## src/rtl/apb_pkg.sv

```systemverilog
// Shared types for the APB command master: FSM state encoding and the
// registered response record.
package apb_pkg;

    typedef enum logic [1:0] {IDLE, SETUP, ACCESS} apb_state_e;

    // Widest legal data bus; narrower instances use the low bits.
    localparam int RSP_DATA_W = 32;

    typedef struct packed {
        logic [RSP_DATA_W-1:0] rdata;
        logic                  err;
        logic                  tmo;
    } apb_rsp_t;

    function automatic int tmo_cnt_w(input int tmo_cyc);
        return (tmo_cyc > 0) ? $clog2(tmo_cyc + 1) : 1;
    endfunction

endpackage

```

## src/rtl/apb_wait_timer.sv

```systemverilog
// ACCESS wait-state counter. expired fires in the cycle the count would
// reach TMO_CYC; the counter saturates instead of wrapping.
module apb_wait_timer
    import apb_pkg::*;
#(
    parameter int TMO_CYC = 16
) (
    input  logic PCLK,
    input  logic PRESETn,
    input  logic clear,
    input  logic inc,
    output logic expired
);

    localparam int CW = tmo_cnt_w(TMO_CYC);
    localparam logic [CW-1:0] CNT_MAX  = CW'(TMO_CYC);
    localparam logic [CW-1:0] CNT_LAST = CW'((TMO_CYC > 0) ? TMO_CYC - 1 : 0);

    logic [CW-1:0] cnt;

    always_ff @(posedge PCLK or negedge PRESETn) begin
        if (!PRESETn)
            cnt <= '0;
        else if (clear)
            cnt <= '0;
        else if (inc && cnt != CNT_MAX)
            cnt <= cnt + CW'(1);
    end

    // TMO_CYC == 0 disables the timeout entirely.
    assign expired = (TMO_CYC > 0) && inc && (cnt == CNT_LAST);

endmodule

```

## src/rtl/apb_cmd_master.sv

```systemverilog
// Single-outstanding APB master: turns valid/ready commands into APB
// SETUP/ACCESS transfers and returns a one-cycle registered response.
module apb_cmd_master
    import apb_pkg::*;
#(
    parameter  int ADDR_W   = 32,
    parameter  int DATA_W   = 32,
    parameter  int SLV_BITS = 2,
    parameter  int TMO_CYC  = 16,
    localparam int NUM_SLV  = 2**SLV_BITS,
    localparam int STRB_W   = DATA_W / 8
) (
    input  logic                      PCLK,
    input  logic                      PRESETn,
    input  logic                      cmd_valid,
    output logic                      cmd_ready,
    input  logic                      cmd_write,
    input  logic [ADDR_W-1:0]         cmd_addr,
    input  logic [DATA_W-1:0]         cmd_wdata,
    input  logic [STRB_W-1:0]         cmd_strb,
    output logic                      rsp_valid,
    output logic [DATA_W-1:0]         rsp_rdata,
    output logic                      rsp_err,
    output logic                      rsp_tmo,
    output logic [NUM_SLV-1:0]        PSEL,
    output logic                      PENABLE,
    output logic                      PWRITE,
    output logic [ADDR_W-1:0]         PADDR,
    output logic [DATA_W-1:0]         PWDATA,
    output logic [STRB_W-1:0]         PSTRB,
    input  logic [NUM_SLV-1:0]        PREADY,
    input  logic [NUM_SLV-1:0]        PSLVERR,
    input  logic [NUM_SLV*DATA_W-1:0] PRDATA
);

    apb_state_e          state;
    apb_rsp_t            rsp_q;
    logic [SLV_BITS-1:0] sel;
    logic                pready_sel;
    logic                pslverr_sel;
    logic [DATA_W-1:0]   prdata_sel;
    logic                waiting;
    logic                done;
    logic                tmo;
    logic                accept;

    // PADDR holds the latched address, so it also supplies the slave index.
    assign sel         = PADDR[ADDR_W-1 -: SLV_BITS];
    assign pready_sel  = PREADY[sel];
    assign pslverr_sel = PSLVERR[sel];
    assign prdata_sel  = PRDATA[int'(sel)*DATA_W +: DATA_W];

    assign done      = (state == ACCESS) && pready_sel;
    assign waiting   = (state == ACCESS) && !pready_sel;
    assign cmd_ready = (state == IDLE) || done;
    assign accept    = cmd_valid && cmd_ready;

    apb_wait_timer #(.TMO_CYC(TMO_CYC)) u_wait_timer (
        .PCLK    (PCLK),
        .PRESETn (PRESETn),
        .clear   (accept),
        .inc     (waiting),
        .expired (tmo)
    );

    always_ff @(posedge PCLK or negedge PRESETn) begin
        if (!PRESETn) begin
            state   <= IDLE;
            PSEL    <= '0;
            PENABLE <= 1'b0;
            PADDR   <= '0;
            PWRITE  <= 1'b0;
            PWDATA  <= '0;
            PSTRB   <= '0;
        end else if (accept) begin
            // Covers both IDLE acceptance and back-to-back from completion.
            state   <= SETUP;
            PSEL    <= NUM_SLV'(1) << cmd_addr[ADDR_W-1 -: SLV_BITS];
            PENABLE <= 1'b0;
            PADDR   <= cmd_addr;
            PWRITE  <= cmd_write;
            PWDATA  <= cmd_wdata;
            PSTRB   <= cmd_write ? cmd_strb : '0;
        end else begin
            case (state)
                SETUP: begin
                    state   <= ACCESS;
                    PENABLE <= 1'b1;
                end
                ACCESS: begin
                    if (done || tmo) begin
                        state   <= IDLE;
                        PSEL    <= '0;
                        PENABLE <= 1'b0;
                    end
                end
                default: ;
            endcase
        end
    end

    always_ff @(posedge PCLK or negedge PRESETn) begin
        if (!PRESETn) begin
            rsp_valid <= 1'b0;
            rsp_q     <= '0;
        end else begin
            rsp_valid   <= done || tmo;
            rsp_q.err   <= done ? pslverr_sel : tmo;
            rsp_q.tmo   <= tmo;
            rsp_q.rdata <= (done && !PWRITE) ? RSP_DATA_W'(prdata_sel) : '0;
        end
    end

    assign rsp_rdata = rsp_q.rdata[DATA_W-1:0];
    assign rsp_err   = rsp_q.err;
    assign rsp_tmo   = rsp_q.tmo;

endmodule

```

## config.mk

```make
export PLATFORM = sky130hd
export DESIGN_NAME = apb_cmd_master
export DESIGN_NICKNAME = d
export VERILOG_FILES = /design/src/rtl/apb_pkg.sv /design/src/rtl/apb_wait_timer.sv /design/src/rtl/apb_cmd_master.sv
export SDC_FILE = /design/constraint.sdc
export NUM_CORES = 1
export LEC_CHECK = 0
export CELL_PAD_IN_SITES_DETAIL_PLACEMENT = 1
export CELL_PAD_IN_SITES_GLOBAL_PLACEMENT = 1
export CORE_UTILIZATION = 31
export CTS_BUF_LIST = sky130_fd_sc_hd__clkbuf_8
export DETAILED_ROUTE_END_ITERATION = 7
export HOLD_SLACK_MARGIN = 0.05
export PLACE_DENSITY = 0.84
export SKIP_CTS_REPAIR_TIMING = 1
export SYNTH_ARGS = -nofsm -noshare
export SYNTH_HDL_FRONTEND = slang
export SYNTH_SLANG_ARGS = --single-unit
```

## constraint.sdc

```tcl
create_clock -name PCLK -period 4.8 [get_ports PCLK]
set_clock_uncertainty 0.15 [all_clocks]
set_input_delay 0.48 -clock PCLK [delete_from_list [all_inputs] [get_ports PCLK]]
set_output_delay 0.48 -clock PCLK [all_outputs]
set_load 0.01 [all_outputs]
```

==> flow_metrics.env <==
export IMPL_status="finished clean"
export IMPL_h_tree_depth=4
export IMPL_total_leakage_power_nw=3.540
export IMPL_netlist_instances=326
export IMPL_syn_area_per_cell_um2=15.74
export IMPL_synth_top_area_share_pct=56.07
export IMPL_final_util_pct=55.08
export IMPL_cts_tree="built"
export IMPL_worst_slew_pin_slew_ps=1080
export IMPL_rr_worst_depth=4
export IMPL_numPortBuffers=317
export IMPL_wl_per_cell_um=19.41
export IMPL_drtIter0Drc=93
export IMPL_synthDistinctLibCells=32
export IMPL_r2r_start="PADDR[31]"
export IMPL_cts_sinks=115
export IMPL_critical_path_required_ps=4170
export IMPL_area_growth_pct=71.70
export IMPL_drc_errors=0
export IMPL_num_io_pins=318
export IMPL_synth_edff_count=0
export IMPL_fmax_mhz=324.5
export IMPL_ant_nets=0
export IMPL_dieHeight_um=130.7
export IMPL_syn_area_um2=5132
export IMPL_cts_buffers=17
export IMPL_holdWs_ps=56.68
export IMPL_drt_wl_total_mm=16.93
export IMPL_ir_drop_mv=0.2281
export IMPL_fin_crit_sh_pct=64.21
export IMPL_grt_max_degree=80
export IMPL_endpoint_kind="primary output"
export IMPL_n_antenna_cell=0
export IMPL_firstDrtPassIters=4
export IMPL_min_path_type="primary input to asynchronous set/reset pin"
export IMPL_synth_area_leaders="dfrtp_1 (56%), mux4_2 (15%), mux2_2 (13%)"
export IMPL_die_area_um2=17070
export IMPL_hold_viol=0
export IMPL_slew_violations=0
export IMPL_grt_pass1_wl_mm=25.13
export IMPL_place_hpwl_mm=13.54
export IMPL_nNetsFinal=854
export IMPL_core_area_um2=16000
export IMPL_fill_cells=1617
export IMPL_grt_antenna_before_repair=0
export IMPL_rr_endpoint="PWDATA[13]"
export IMPL_start_kind="register"
export IMPL_critical_path_class="register to primary output"
export IMPL_path_clk_slew_ps=70
export IMPL_startpoint="PADDR[31]"
export IMPL_die_x_um=130.7
export IMPL_synthArstFlopShare_pct=100.0
export IMPL_via_count=4102
export IMPL_maxSlewHeadroom_pct=27.97
export IMPL_cts_root_buf="clkbuf_8"
export IMPL_grt_usage_pct=20.16
export IMPL_clk_latency_ps=430
export IMPL_finalWeightedCongestion=0.7537
export IMPL_ys_ff_latch=115
export IMPL_dominantRegCellSynth="dfrtp_1"
export IMPL_r2r_slack_ps=1880
export IMPL_syn_nets=537
export IMPL_grt_pass1_vias=4704
export IMPL_ys_seq_area_share_pct=56.07
export IMPL_row_count=46
export IMPL_viasPerCell=4.704
export IMPL_drv_cap=0
export IMPL_grt_overflow=0
export IMPL_tns_ps=0
export IMPL_cts_max_path_buffers=2
export IMPL_finalSetupViolCount=0
export IMPL_rsz0062_at_grt="false"
export IMPL_start_util_pct=32.08
export IMPL_path_max_fanout=36
export IMPL_cellPowerDensity_nw_per_um2=545.2
export IMPL_period_needed_ps=3082
export IMPL_synth_top_cell_by_area="dfrtp_1"
export IMPL_drive_gt1_share_pct=20.12
export IMPL_ys_warn_count=0
export IMPL_critPathArrivalTime_ps=2450
logic make-up (layout without fill, tap and decap cells):
logic type | count (synthesis) | after routing | synth area share [%]
DFF | 115 | 115 | 56.07
muxes | 103 | 103 | 29.96
and+or+nand+nor | 51 | 51 | 6.314
buffers and inverters | 34 | 364 | 3.974
AOI/OAI and AO/OA | 20 | 20 | 2.950
adders and majority gates | 3 | 3 | 0.7314
layer usage:
metal	vias up	GRT usage, %	share of wire [%]
met5	-	0	0
met2	217	37.78	55
li1	1831	-	-
met4	0	8.181	2.1
met3	29	7.248	9.7
met1	2025	20.08	33
report_power, final:
part | total, mW | switching, mW | leakage (nW) | internal, mW
combinational | 2.38 | 0.926 | 1.91 | 1.46
sequential | 1.59 | 0.227 | 1.44 | 1.37
clock | 0.828 | 0.389 | 0.190 | 0.440
total | 4.80 | 1.54 | 3.54 | 3.26
synthesized netlist by cell type (2+ instances only):
library cell,instances
nor2b_1,32
clkbuf_1,11
buf_6,10
o31ai_1,5
inv_1,12
mux2_2,59
dfrtp_1,115
a21oi_1,5
mux4_2,34
ha_1,3
or4_1,4
a32o_1,4
mux2_1,6
nor2_1,2
nand2_1,4
mux2i_1,4
cell usage in the layout (no fill, tap or decap), drive strengths merged, types with 5 or more instances in the layout:
| cell | netlist | layout |
|---|---|---|
| inv | 12 | 15 |
| clkdlybuf4s50 | 0 | 316 |
| a21oi | 5 | 5 |
| o31ai | 5 | 5 |
| nor2b | 32 | 32 |
| clkbuf | 11 | 20 |
| mux2 | 65 | 65 |
| dfrtp | 115 | 115 |
| mux4 | 34 | 34 |
worst max-delay path by stage:
stage | endpoint | slack [ps]
after global placement | PADDR[0] | 1810
after floorplan | PADDR[17] | 2640
after CTS | cmd_ready | 1650
after detailed placement | PWDATA[13] | 1700
final | cmd_ready | 1720
after global routing | cmd_ready | 1600
stage by stage:
stage                     instance area, µm²  std cells  setup WS (ps)  power, mW
final                                   8812        872           1718      4.804
after floorplan                         5132        326           2642      2.823
after global placement                  8446        840           1812      3.906
after detailed placement                8446        840           1699      4.047
after global routing                    8812        872           1596      5.104
after CTS                               8812        872           1654      4.898
sequential cells by signal, summed over array words and instances, names as in the netlist:
register,flops
PENABLE,1
rsp_err,1
PWDATA,32
PWRITE,1
PSTRB,4
PADDR,32
u_wait_timer.cnt,5
PSEL,4
rsp_rdata,32
rsp_tmo,1
rsp_valid,1
state,1
area by class of cell:
cell class                 count  area, µm²  area share (%)
multi-input combinational    177       2058           23.36
clock inverter                12      91.34           1.036
tap                          216      270.3           3.067
timing repair buffer         320       3193           36.23
inverter                      12      45.04          0.5111
clock buffer                  20      275.3           3.124
sequential                   115       2879           32.67
worst max-delay path, cell delays in order (launching register included):
cell and delay (ps):
dfrtp_1 330, buf_4 410, mux4_2 550, nor2_1 190
nor2_1 60, clkdlybuf4s50_1 480
Power figures use the tool's default switching activity.
